===== src/rtl/lv_owt_req_ctrl_pkg.sv =====
// ============================================================================
//  Module   : lv_owt_req_ctrl_pkg
//  Purpose  : Shared types and constants for the OWT register request controller.
//  Revision : 1.0 - initial release
// ============================================================================
`default_nettype none

package lv_owt_req_ctrl_pkg;

    typedef enum logic [2:0] {
        ST_IDLE      = 3'd0,
        ST_ACK       = 3'd1,
        ST_SEND      = 3'd2,
        ST_WAIT_DONE = 3'd3,
        ST_WAIT_RSP  = 3'd4,
        ST_RSP       = 3'd5
    } owt_state_e;

    localparam logic OWT_CMD_WR = 1'b1;
    localparam logic OWT_CMD_RD = 1'b0;

    localparam int RSP_TO_CYC_DEFAULT = 1024;

endpackage

`default_nettype wire


===== src/rtl/lv_owt_req_ctrl_if.sv =====
// ============================================================================
//  Module   : lv_owt_req_ctrl_if
//  Purpose  : Requester-side and OWT encoder/decoder-side signals of the
//             request controller; master = controller, slave = its peers.
//  Revision : 1.0 - initial release
// ============================================================================
`default_nettype none

interface lv_owt_req_ctrl_if #(
    parameter int REG_AW = 7,
    parameter int REG_DW = 8
);
    logic              i_spi_owt_wr_req;
    logic              i_spi_owt_rd_req;
    logic [REG_AW-1:0] i_spi_owt_addr;
    logic [REG_DW-1:0] i_spi_owt_data;
    logic              o_owt_tx_spi_ack;
    logic              o_owt_rx_spi_rsp;
    logic [REG_DW-1:0] o_owt_rx_spi_rdata;
    logic              o_owt_rsp_err;

    logic              o_owt_tx_req;
    logic              o_owt_tx_cmd;
    logic [REG_AW-1:0] o_owt_tx_addr;
    logic [REG_DW-1:0] o_owt_tx_data;
    logic              i_owt_tx_rdy;
    logic              i_owt_tx_done;

    logic              i_owt_rx_vld;
    logic [REG_AW-1:0] i_owt_rx_addr;
    logic [REG_DW-1:0] i_owt_rx_data;
    logic              i_owt_rx_err;

    logic              o_owt_busy;

    modport master (
        input  i_spi_owt_wr_req, i_spi_owt_rd_req, i_spi_owt_addr, i_spi_owt_data,
        output o_owt_tx_spi_ack, o_owt_rx_spi_rsp, o_owt_rx_spi_rdata, o_owt_rsp_err,
        output o_owt_tx_req, o_owt_tx_cmd, o_owt_tx_addr, o_owt_tx_data,
        input  i_owt_tx_rdy, i_owt_tx_done,
        input  i_owt_rx_vld, i_owt_rx_addr, i_owt_rx_data, i_owt_rx_err,
        output o_owt_busy
    );

    modport slave (
        output i_spi_owt_wr_req, i_spi_owt_rd_req, i_spi_owt_addr, i_spi_owt_data,
        input  o_owt_tx_spi_ack, o_owt_rx_spi_rsp, o_owt_rx_spi_rdata, o_owt_rsp_err,
        input  o_owt_tx_req, o_owt_tx_cmd, o_owt_tx_addr, o_owt_tx_data,
        output i_owt_tx_rdy, i_owt_tx_done,
        output i_owt_rx_vld, i_owt_rx_addr, i_owt_rx_data, i_owt_rx_err,
        input  o_owt_busy
    );

endinterface

`default_nettype wire


===== src/rtl/lv_owt_rsp_timer.sv =====
// ============================================================================
//  Module   : lv_owt_rsp_timer
//  Purpose  : Saturating read-response timeout counter with clear/enable.
//  Revision : 1.0 - initial release
// ============================================================================
`default_nettype none

module lv_owt_rsp_timer
    import lv_owt_req_ctrl_pkg::*;
#(
    parameter int RSP_TO_CYC = RSP_TO_CYC_DEFAULT
) (
    input  logic i_clk,
    input  logic i_rst,
    input  logic i_clr,
    input  logic i_en,
    output logic o_expire
);

    localparam int CNT_W = $clog2(RSP_TO_CYC + 1);
    localparam logic [CNT_W-1:0] C_CNT_SAT  = CNT_W'(RSP_TO_CYC);
    localparam logic [CNT_W-1:0] C_CNT_LAST = CNT_W'(RSP_TO_CYC - 2);

    logic [CNT_W-1:0] cnt_q;
    logic [CNT_W-1:0] cnt_d;

    always_comb begin
        cnt_d = cnt_q;
        if (i_clr) begin
            cnt_d = '0;
        end else if (i_en && (cnt_q != C_CNT_SAT)) begin
            cnt_d = cnt_q + 1'b1;
        end
    end

    always_ff @(posedge i_clk) begin
        if (i_rst) begin
            cnt_q <= '0;
        end else begin
            cnt_q <= cnt_d;
        end
    end

    // Fires one count early: the counter reaches RSP_TO_CYC-1 on the same
    // edge that moves the FSM out of WAIT_RSP, so the response pulse lands
    // exactly RSP_TO_CYC cycles after the tx_done cycle.
    assign o_expire = i_en && (cnt_q == C_CNT_LAST);

endmodule

`default_nettype wire


===== src/rtl/lv_owt_req_ctrl.sv =====
// ============================================================================
//  Module   : lv_owt_req_ctrl
//  Purpose  : Turns level read/write register requests into OWT frames and
//             collects the read response. Optional single read retry under
//             macro LV_OWT_REQ_RETRY_EN.
//  Revision : 1.0 - initial release
// ============================================================================
`default_nettype none

module lv_owt_req_ctrl
    import lv_owt_req_ctrl_pkg::*;
#(
    parameter int REG_AW     = 7,
    parameter int REG_DW     = 8,
    parameter int RSP_TO_CYC = RSP_TO_CYC_DEFAULT
) (
    input  logic              i_clk,
    input  logic              i_rst,
    lv_owt_req_ctrl_if.master bus
);

    owt_state_e        state_q;
    owt_state_e        state_d;

    logic              cmd_q;
    logic [REG_AW-1:0] addr_q;
    logic [REG_DW-1:0] data_q;

    logic              ack_q;
    logic              tx_req_q;
    logic              busy_q;
    logic              rsp_q;
    logic              err_q;
    logic [REG_DW-1:0] rdata_q;

    logic              w_req;
    logic              w_rsp_good;
    logic              w_fail;
    logic              w_tmr_clr;
    logic              w_tmr_en;
    logic              w_tmr_expire;

`ifdef LV_OWT_REQ_RETRY_EN
    logic              retry_q;
`endif

    assign w_req      = bus.i_spi_owt_wr_req | bus.i_spi_owt_rd_req;
    assign w_tmr_en   = (state_q == ST_WAIT_RSP);
    assign w_tmr_clr  = (state_q == ST_WAIT_DONE) && bus.i_owt_tx_done;
    assign w_rsp_good = bus.i_owt_rx_vld && !bus.i_owt_rx_err
                        && (bus.i_owt_rx_addr == addr_q);
    // A response in the timeout cycle takes priority over the timeout.
    assign w_fail     = w_tmr_en && (bus.i_owt_rx_vld ? !w_rsp_good : w_tmr_expire);

    lv_owt_rsp_timer #(
        .RSP_TO_CYC (RSP_TO_CYC)
    ) u_rsp_timer (
        .i_clk    (i_clk),
        .i_rst    (i_rst),
        .i_clr    (w_tmr_clr),
        .i_en     (w_tmr_en),
        .o_expire (w_tmr_expire)
    );

    always_comb begin
        state_d = state_q;
        case (state_q)
            ST_IDLE: begin
                if (w_req) state_d = ST_ACK;
            end
            ST_ACK: begin
                state_d = ST_SEND;
            end
            ST_SEND: begin
                if (bus.i_owt_tx_rdy) state_d = ST_WAIT_DONE;
            end
            ST_WAIT_DONE: begin
                if (bus.i_owt_tx_done) begin
                    state_d = (cmd_q == OWT_CMD_WR) ? ST_IDLE : ST_WAIT_RSP;
                end
            end
            ST_WAIT_RSP: begin
                if (w_rsp_good) begin
                    state_d = ST_RSP;
                end else if (w_fail) begin
`ifdef LV_OWT_REQ_RETRY_EN
                    state_d = retry_q ? ST_RSP : ST_SEND;
`else
                    state_d = ST_RSP;
`endif
                end
            end
            ST_RSP: begin
                state_d = ST_IDLE;
            end
            default: begin
                state_d = ST_IDLE;
            end
        endcase
    end

    always_ff @(posedge i_clk) begin
        if (i_rst) begin
            state_q  <= ST_IDLE;
            cmd_q    <= OWT_CMD_RD;
            addr_q   <= '0;
            data_q   <= '0;
            ack_q    <= 1'b0;
            tx_req_q <= 1'b0;
            busy_q   <= 1'b0;
            rsp_q    <= 1'b0;
            err_q    <= 1'b0;
            rdata_q  <= '0;
`ifdef LV_OWT_REQ_RETRY_EN
            retry_q  <= 1'b0;
`endif
        end else begin
            state_q <= state_d;

            // Write wins when both requests are raised together.
            if ((state_q == ST_IDLE) && w_req) begin
                cmd_q  <= bus.i_spi_owt_wr_req ? OWT_CMD_WR : OWT_CMD_RD;
                addr_q <= bus.i_spi_owt_addr;
                data_q <= bus.i_spi_owt_data;
            end

            ack_q    <= (state_d == ST_ACK);
            tx_req_q <= (state_d == ST_SEND);
            busy_q   <= (state_d != ST_IDLE);
            rsp_q    <= (state_d == ST_RSP);
            err_q    <= (state_d == ST_RSP) && w_fail;

            if (state_d == ST_RSP) begin
                rdata_q <= w_rsp_good ? bus.i_owt_rx_data : '0;
            end

`ifdef LV_OWT_REQ_RETRY_EN
            if (state_q == ST_IDLE) begin
                retry_q <= 1'b0;
            end else if (w_fail) begin
                retry_q <= 1'b1;
            end
`endif
        end
    end

    assign bus.o_owt_tx_spi_ack   = ack_q;
    assign bus.o_owt_rx_spi_rsp   = rsp_q;
    assign bus.o_owt_rx_spi_rdata = rdata_q;
    assign bus.o_owt_rsp_err      = err_q;
    assign bus.o_owt_tx_req       = tx_req_q;
    assign bus.o_owt_tx_cmd       = cmd_q;
    assign bus.o_owt_tx_addr      = addr_q;
    assign bus.o_owt_tx_data      = data_q;
    assign bus.o_owt_busy         = busy_q;

endmodule

`default_nettype wire


===== src/flat_wrapper.sv =====
// flat-port wrapper written by rule: the top's interface ports become plain ports
module lv_owt_req_ctrl_flat import lv_owt_req_ctrl_pkg::*;
#(
    parameter int REG_AW     = 7,
    parameter int REG_DW     = 8,
    parameter int RSP_TO_CYC = RSP_TO_CYC_DEFAULT
)
  (i_clk, i_rst, bus_i_spi_owt_wr_req, bus_i_spi_owt_rd_req, bus_i_spi_owt_addr, bus_i_spi_owt_data, bus_o_owt_tx_spi_ack, bus_o_owt_rx_spi_rsp, bus_o_owt_rx_spi_rdata, bus_o_owt_rsp_err, bus_o_owt_tx_req, bus_o_owt_tx_cmd, bus_o_owt_tx_addr, bus_o_owt_tx_data, bus_i_owt_tx_rdy, bus_i_owt_tx_done, bus_i_owt_rx_vld, bus_i_owt_rx_addr, bus_i_owt_rx_data, bus_i_owt_rx_err, bus_o_owt_busy);
  lv_owt_req_ctrl_if #(.REG_AW(REG_AW), .REG_DW(REG_DW)) bus_i ();
  input  logic i_clk;
  input  logic i_rst;
  input wire logic [$bits(bus_i.i_spi_owt_wr_req)-1:0] bus_i_spi_owt_wr_req;
  input wire logic [$bits(bus_i.i_spi_owt_rd_req)-1:0] bus_i_spi_owt_rd_req;
  input wire logic [$bits(bus_i.i_spi_owt_addr)-1:0] bus_i_spi_owt_addr;
  input wire logic [$bits(bus_i.i_spi_owt_data)-1:0] bus_i_spi_owt_data;
  output wire logic [$bits(bus_i.o_owt_tx_spi_ack)-1:0] bus_o_owt_tx_spi_ack;
  output wire logic [$bits(bus_i.o_owt_rx_spi_rsp)-1:0] bus_o_owt_rx_spi_rsp;
  output wire logic [$bits(bus_i.o_owt_rx_spi_rdata)-1:0] bus_o_owt_rx_spi_rdata;
  output wire logic [$bits(bus_i.o_owt_rsp_err)-1:0] bus_o_owt_rsp_err;
  output wire logic [$bits(bus_i.o_owt_tx_req)-1:0] bus_o_owt_tx_req;
  output wire logic [$bits(bus_i.o_owt_tx_cmd)-1:0] bus_o_owt_tx_cmd;
  output wire logic [$bits(bus_i.o_owt_tx_addr)-1:0] bus_o_owt_tx_addr;
  output wire logic [$bits(bus_i.o_owt_tx_data)-1:0] bus_o_owt_tx_data;
  input wire logic [$bits(bus_i.i_owt_tx_rdy)-1:0] bus_i_owt_tx_rdy;
  input wire logic [$bits(bus_i.i_owt_tx_done)-1:0] bus_i_owt_tx_done;
  input wire logic [$bits(bus_i.i_owt_rx_vld)-1:0] bus_i_owt_rx_vld;
  input wire logic [$bits(bus_i.i_owt_rx_addr)-1:0] bus_i_owt_rx_addr;
  input wire logic [$bits(bus_i.i_owt_rx_data)-1:0] bus_i_owt_rx_data;
  input wire logic [$bits(bus_i.i_owt_rx_err)-1:0] bus_i_owt_rx_err;
  output wire logic [$bits(bus_i.o_owt_busy)-1:0] bus_o_owt_busy;
  assign bus_i.i_spi_owt_wr_req = bus_i_spi_owt_wr_req;
  assign bus_i.i_spi_owt_rd_req = bus_i_spi_owt_rd_req;
  assign bus_i.i_spi_owt_addr = bus_i_spi_owt_addr;
  assign bus_i.i_spi_owt_data = bus_i_spi_owt_data;
  assign bus_o_owt_tx_spi_ack = bus_i.o_owt_tx_spi_ack;
  assign bus_o_owt_rx_spi_rsp = bus_i.o_owt_rx_spi_rsp;
  assign bus_o_owt_rx_spi_rdata = bus_i.o_owt_rx_spi_rdata;
  assign bus_o_owt_rsp_err = bus_i.o_owt_rsp_err;
  assign bus_o_owt_tx_req = bus_i.o_owt_tx_req;
  assign bus_o_owt_tx_cmd = bus_i.o_owt_tx_cmd;
  assign bus_o_owt_tx_addr = bus_i.o_owt_tx_addr;
  assign bus_o_owt_tx_data = bus_i.o_owt_tx_data;
  assign bus_i.i_owt_tx_rdy = bus_i_owt_tx_rdy;
  assign bus_i.i_owt_tx_done = bus_i_owt_tx_done;
  assign bus_i.i_owt_rx_vld = bus_i_owt_rx_vld;
  assign bus_i.i_owt_rx_addr = bus_i_owt_rx_addr;
  assign bus_i.i_owt_rx_data = bus_i_owt_rx_data;
  assign bus_i.i_owt_rx_err = bus_i_owt_rx_err;
  assign bus_o_owt_busy = bus_i.o_owt_busy;
  lv_owt_req_ctrl #(.REG_AW(REG_AW), .REG_DW(REG_DW), .RSP_TO_CYC(RSP_TO_CYC)) u_core (.i_clk(i_clk), .i_rst(i_rst), .bus(bus_i));
endmodule

===== config.mk =====
export PLATFORM = sky130hd
export DESIGN_NAME = lv_owt_req_ctrl_flat
export DESIGN_NICKNAME = d
export VERILOG_FILES = /design/src/rtl/lv_owt_req_ctrl_pkg.sv /design/src/rtl/lv_owt_req_ctrl_if.sv /design/src/rtl/lv_owt_rsp_timer.sv /design/src/rtl/lv_owt_req_ctrl.sv /design/src/flat_wrapper.sv
export SDC_FILE = /design/constraint.sdc
export NUM_CORES = 1
export LEC_CHECK = 0
export BUFFER_PORTS_ARGS = -buffer_cell sky130_fd_sc_hd__buf_2
export CAP_MARGIN = 20
export CORE_ASPECT_RATIO = 0.9
export CORE_MARGIN = 2
export CORE_UTILIZATION = 35
export CTS_CLUSTER_SIZE = 40
export DETAILED_ROUTE_END_ITERATION = 12
export PLACE_DENSITY_LB_ADDON = 0.2
export SLEW_MARGIN = 20
export SYNTH_ARGS = -nofsm -noshare
export SYNTH_HDL_FRONTEND = slang
export SYNTH_HIERARCHICAL = 1
export SYNTH_SLANG_ARGS = --single-unit
export TNS_END_PERCENT = 5

===== constraint.sdc =====
create_clock -name i_clk -period 2.42 [get_ports i_clk]
set_input_delay 0.484 -clock i_clk [delete_from_list [all_inputs] [get_ports i_clk]]
set_output_delay 0.484 -clock i_clk [all_outputs]
set_load 0.01 [all_outputs]

==> results.toml, run 1 <==
[sta]
fin_setup_tns_ps = 0
finalCriticalPeriod_ps = 1940
fin_skew_ps = 5.60
drv_slew = 0
setup_viol = 0
worst_slew_pin_slew_ps = 594
rsz0062_at_grt = "no"
slew_headroom = 0.604
final_min_period_over_clock_period = 0.802
hold_viol = 0
fmax_ghz = 0.516

[floorplanning]
std_cell_rows = 25
initial_core_util = 0.367
design.core.area_um2 = 5350
die_y_um = 75.1
dieArea_um2 = 6230
io_pins = 67
die_w_um = 83.0

[cells_and_area]
nNetsFinal = 325
area_growth_pct = 23.9
multi_input_area_um2 = 1030
layout-drive-gt1-share = 0.298
antenna_cells = 0
register_area_um2 = 861
fill_cells = 549

[synth]
synth_xor_area_frac = 0.0713
muxShareOfSynthArea = 0.0459
syn_area_per_cell_um2 = 8.97
async_flop_share = 0
synth_top_family_by_area = "simple AND/OR/NAND/NOR gates"
yosysWarnings = 6
netlist_area_um2 = 1960
synth_edf_count = 0
synth_compound_area_frac = 0.0866
synth.distinct_cells = 42
synthSimpleGateAreaFrac = 0.301
ys_ff_latch = 43
synth-adder-area-share = 0.0191
syn-num-nets = 260
ys_seq_area_frac = 0.438
netlist_instances = 219
synthFlopType = "dfxtp_1"

[cts]
cts_resized = 0
clockBufferDepth = 2
root_buffer = "clkbuf_8"
htree_num_levels = 2
post_cts_buffers = 0
ctsHoldBuffers = 0
cts_tree = "yes"
cts_inserted_buffers = 5
clock-sinks = 43
clock_latency_ps = 280
clk_pin_slew_worst_paths_ps = 80

[pwr]
power_frac_comb = 0.176
sw_frac_of_total = 0.276
clkPwrFrac = 0.290
leakagePower_nw = 1.07
p_switching_w = 0.000405
peakVddDrop_mv = 0.401
power_frac_seq = 0.533
power.density_nw_per_um2 = 603
p_int_w = 0.00106
power_w = 0.00147

[worst_setup_path]
worstSetupEndpointType = "flop"
crit_chain = "nor2_2 > and2_1 > nand4b_1 > nor2_1 > nor4b_2 > a211oi_4 > buf_4 > mux2i_1"
cp-start-kind = "flop"
required_ps = 2630
max_stage_delay_ps = 410
crit_slowest_cell = "dfxtp_1"
path_max_fanout = 11
cp.arrival_ps = 2150
critPathKind = "reg -> reg"

[detailed_routing]
drc = 0
ant_nets = 0
drt-initial-drc-count = 79
vias_per_cell = 4.69
drt_pre_antenna_iters = 6
num_vias = 1651
routed_wl_mm = 4.29
wl_per_cell_um = 12.2

[job]
drv_cap = 0

[grt]
grt_usage = 0.135
grt_first_pass_wirelength_mm = 6.79
grt_max_degree = 39
grt_pass1_vias = 1486
grt_overflow = 0
grt_antenna_before_repair = 0

[hold_path]
hold_path_class = "in -> reg"

[outcome]
status = "completed"

[place]
io_buffers = 66
globalplace.congestion = 0.795
dpl.hpwl_mm = 3.12
flip-flops by register name, indices dropped and copies added (netlist names):
signal                         flops
u_core/u_rsp_timer/cnt_q          11
u_core/bus.o_owt_tx_spi_ack        1
u_core/bus.o_owt_tx_req            1
u_core/state_q                     3
u_core/bus.o_owt_rx_spi_rdata      8
u_core/bus.o_owt_tx_cmd            1
u_core/bus.o_owt_busy              1
u_core/bus.o_owt_tx_addr           7
u_core/bus.o_owt_rsp_err           1
u_core/bus.o_owt_tx_data           8
u_core/bus.o_owt_rx_spi_rsp        1
metrics by stage:
step,cell area (um2),worst slack [ps],cells,hold slack (ps),utilization
detailed placement,2350,497,344,446,0.440
finish,2430,480,352,431,0.455
global placement,2350,555,344,439,0.440
floorplan,1960,600,219,481,-
global route,2430,288,352,423,0.455
CTS,2430,479,352,423,0.455
cells in the mapped netlist (all sizes together) (2+ instances only):
library cell,number,area share
a211oi,2,0.014
a21oi,19,0.048
and2,3,0.0096
and3,5,0.017
buf,5,0.015
clkbuf,7,0.013
dfxtp,43,0.44
ha,3,0.019
inv,5,0.0096
mux2i,9,0.046
nand2,35,0.067
nand2b,9,0.029
nand3,4,0.010
nand4,4,0.013
nand4b,9,0.040
nor2,17,0.034
nor2b,3,0.0096
nor4,4,0.022
nor4b,3,0.024
o21ai,2,0.0051
or2,2,0.0064
xor2,15,0.067
path summary, 6_finish.rpt:
check / startpoint / endpoint / slack [ps] / cells past startpoint
hold reg to reg: u_core/bus.o_owt_tx_data[7]$_SDFFE_PP0P_ / u_core/bus.o_owt_tx_data[7]$_SDFFE_PP0P_ / 450 / 2
setup reg to reg: u_core/state_q[0]$_SDFF_PP0_ / u_core/bus.o_owt_rx_spi_rdata[1]$_SDFFE_PP0N_ / 480 / 8
hold / removal: bus_i_spi_owt_addr[6] / u_core/bus.o_owt_tx_addr[6]$_SDFFE_PP0P_ / 430 / 3
setup / recovery: u_core/state_q[0]$_SDFF_PP0_ / u_core/bus.o_owt_rx_spi_rdata[1]$_SDFFE_PP0N_ / 480 / 8
metal layers:
layer,GRT usage,wire (um),part of all wire,up-vias
met3,0.0504,279,0.065,2
met2,0.211,1910,0.44,42
met4,0.0383,25,0.0058,0
li1,-,-,-,875
met1,0.177,2070,0.48,732
met5,0,0,0,-
worst max-delay path: cells and delay by family, from the launching register on:
family | cells | cell delay (ps)
buf+inv | 1 | 220
flops | 1 | 410
compound gates | 1 | 210
simple gates | 5 | 830
mux | 1 | 200
power groups by stage:
stage	Clock (W)	Combinational, W	Sequential [W]
6_report	0.000426	0.000259	0.000782
3_3_place_gp	0	0.000263	0.000797
5_1_grt	0.000481	0.000289	0.000789
3_5_place_dp	0	0.000262	0.000799
4_1_cts	0.000444	0.000263	0.000783
2_1_floorplan	0	0.000150	0.000808
cell type report:
cell class,count,area share
tap,67,0.0344
inverter,5,0.00771
clock buffer,7,0.0314
timing repair buffer,70,0.148
clock inverter,1,0.00206
sequential,43,0.354
multi-input combinational,159,0.423
kinds of logic after synthesis:
family | count (synthesis)
mux | 9
flops | 43
fa+ha+maj | 3
buf+inv | 17
simple gates | 103
compound gates | 28
xor+xnor | 16
placed cells by master, fill, tap and decap left out, types with 2 or more instances in the layout:
cell,n
clkbuf_1,2
inv_1,5
nand4_1,4
buf_2,66
nor4_2,3
and3_1,4
nand4b_1,9
nand2_1,35
mux2i_1,9
xor2_1,15
dfxtp_1,43
nor2b_1,3
a21oi_1,19
and2_1,3
ha_1,3
nand2b_1,9
nand3_1,4
nor2_1,16
clkbuf_8,5
buf_4,4
(Power assumes the default switching activity.)
==> run 2: changes to the inputs <==
==> constraint.sdc (replaced) <==
create_clock -name i_clk -period 1.7 [get_ports i_clk]
set_input_delay 0.34 -clock i_clk [delete_from_list [all_inputs] [get_ports i_clk]]
set_output_delay 0.34 -clock i_clk [all_outputs]
set_load 0.01 [all_outputs]
==> run 2 against run 1 <==
Final cell count up 2.3%. Via count increased by 3.9%. Flip-flop and latch count did not move. Total power increased by 47%. Worst setup slack got worse by 360 ps. Design area is 4.1% higher. Core utilization increased by 1.8 points. Largest power group unchanged.
==> results.toml, run 2 (synthesis gave the netlist of run 1 again) <==
[detailed_routing]
num_vias = 1715
wl_per_cell_um = 12.5
routed_wl_mm = 4.50
ant_nets = 0
drt_pre_antenna_iters = 4
drc = 0
drt-initial-drc-count = 89
vias_per_cell = 4.76

[grt]
grt_first_pass_wirelength_mm = 7.25
grt_antenna_before_repair = 0
grt_usage = 0.146
grt_overflow = 0
grt_pass1_vias = 1563
grt_max_degree = 28

[sta]
rsz0062_at_grt = "yes"
fin_skew_ps = 4.83
setup_ws_ps = 119
fmax_ghz = 0.632
finalCriticalPeriod_ps = 1580
final_min_period_over_clock_period = 0.930
hold_ws_ps = 281
setup_viol = 0
slew_headroom = 0.667
worst_slew_pin_slew_ps = 494
drv_slew = 0
hold_viol = 0

[worst_setup_path]
required_ps = 1920
path_max_fanout = 10
critPathKind = "reg -> reg"
worstSetupEndpointType = "flop"
cp.arrival_ps = 1800
cp-start-kind = "flop"

[pwr]
p_switching_w = 0.000598
sw_frac_of_total = 0.277
power.density_nw_per_um2 = 854
clkPwrFrac = 0.299
power_frac_seq = 0.511
peakVddDrop_mv = 0.510
p_int_w = 0.00156
leakagePower_nw = 1.13
power_frac_comb = 0.189
power_w = 0.00216

[floorplanning]
design.core.area_um2 = 5350
io_pins = 67
die_y_um = 75.1
initial_core_util = 0.367
dieArea_um2 = 6230
die_w_um = 83.0
std_cell_rows = 25

[cts]
cts_inserted_buffers = 5
root_buffer = "clkbuf_8"
clk_pin_slew_worst_paths_ps = 80
ctsHoldBuffers = 0
clockBufferDepth = 2
cts_tree = "yes"
htree_num_levels = 2
clock-sinks = 43
clock_latency_ps = 290

[cells_and_area]
largest_reg_flops = 11
layout.cells.non_filler = 360
layout_commonest_cell = "buf_2"
nNetsFinal = 334
layout-drive-gt1-share = 0.341
postLayoutCoreUtil = 0.473
largest-register = "u_core/u_rsp_timer/cnt_q"
area_growth_pct = 28.9
final_cell_mix = "buf_2, dfxtp_1, nand2_1"
antenna_cells = 0

[hold_path]
hold_path_class = "in -> reg"

[place]
pre_cts_slack_ps = 116
io_buffers = 66
globalplace.congestion = 0.779
dpl.hpwl_mm = 3.28
placed_cells_incl_taps = 353

[job]
drv_cap = 0

[outcome]
status = "completed"
==> run 2: cell types whose count changed in the layout (fill, tap and decap cells not counted), sizes merged <==
cell	previous run	this run
buf	70	79
clkbuf	7	6
==> run 2: cell type report <==
type / instances / area, um2
inverters: 5 / 18.8
repair buffers: 79 / 440
fillers: 535 / 2820
flip-flops and latches: 43 / 866
clock buffers: 6 / 82.6
multi-input cells: 159 / 1040
well taps: 67 / 83.8
clock inverters: 1 / 5.00
==> run 2: worst paths after layout <==
path                                                  from                                             to  slack [ps]  cells past startpoint
hold reg to reg   u_core/bus.o_owt_tx_data[3]$_SDFFE_PP0P_       u_core/bus.o_owt_tx_data[3]$_SDFFE_PP0P_         450                      2
setup reg to reg              u_core/state_q[0]$_SDFF_PP0_  u_core/bus.o_owt_rx_spi_rdata[0]$_SDFFE_PP0N_         120                      6
hold / removal                       bus_i_spi_owt_addr[6]       u_core/bus.o_owt_tx_addr[6]$_SDFFE_PP0P_         280                      3
setup / recovery              u_core/state_q[0]$_SDFF_PP0_  u_core/bus.o_owt_rx_spi_rdata[0]$_SDFFE_PP0N_         120                      6
==> run 2: timing repair <==
item | in CTS | in global routing
endpoints found under the setup margin | 0 | 9
gates resized for setup | 0 | 4
buffers inserted | 0 | 0
==> run 2: routing by layer <==
metal | GRT usage | routed length, um
met4 | 0.0437 | 26
met2 | 0.211 | 1920
met3 | 0.0537 | 257
met1 | 0.203 | 2300
met5 | 0 | 0
==> run 2: power groups by stage <==
| stage | clock, W | combinational, W | sequential [W] |
|---|---|---|---|
| global route | 0.000727 | 0.000455 | 0.00111 |
| finish | 0.000647 | 0.000410 | 0.00111 |
| CTS | 0.000684 | 0.000413 | 0.00110 |
| global placement | 0 | 0.000412 | 0.00113 |
| floorplan | 0 | 0.000218 | 0.00115 |
| detailed placement | 0 | 0.000412 | 0.00113 |
==> run 2: critical path: stages (launching register included) <==
cell and delay, ps:
dfxtp_1 380, buf_4 190, and4b_1 210, a22oi_1 120, a211oi_4 270, buf_12 170, mux2i_1 180
==> run 2: through the flow <==
step	cell area (um2)	setup TNS [ps]
after global placement	2440	0
after CTS	2530	0
after global routing	2530	-23.0
final	2530	0
after floorplan	1970	0
after detailed placement	2440	0
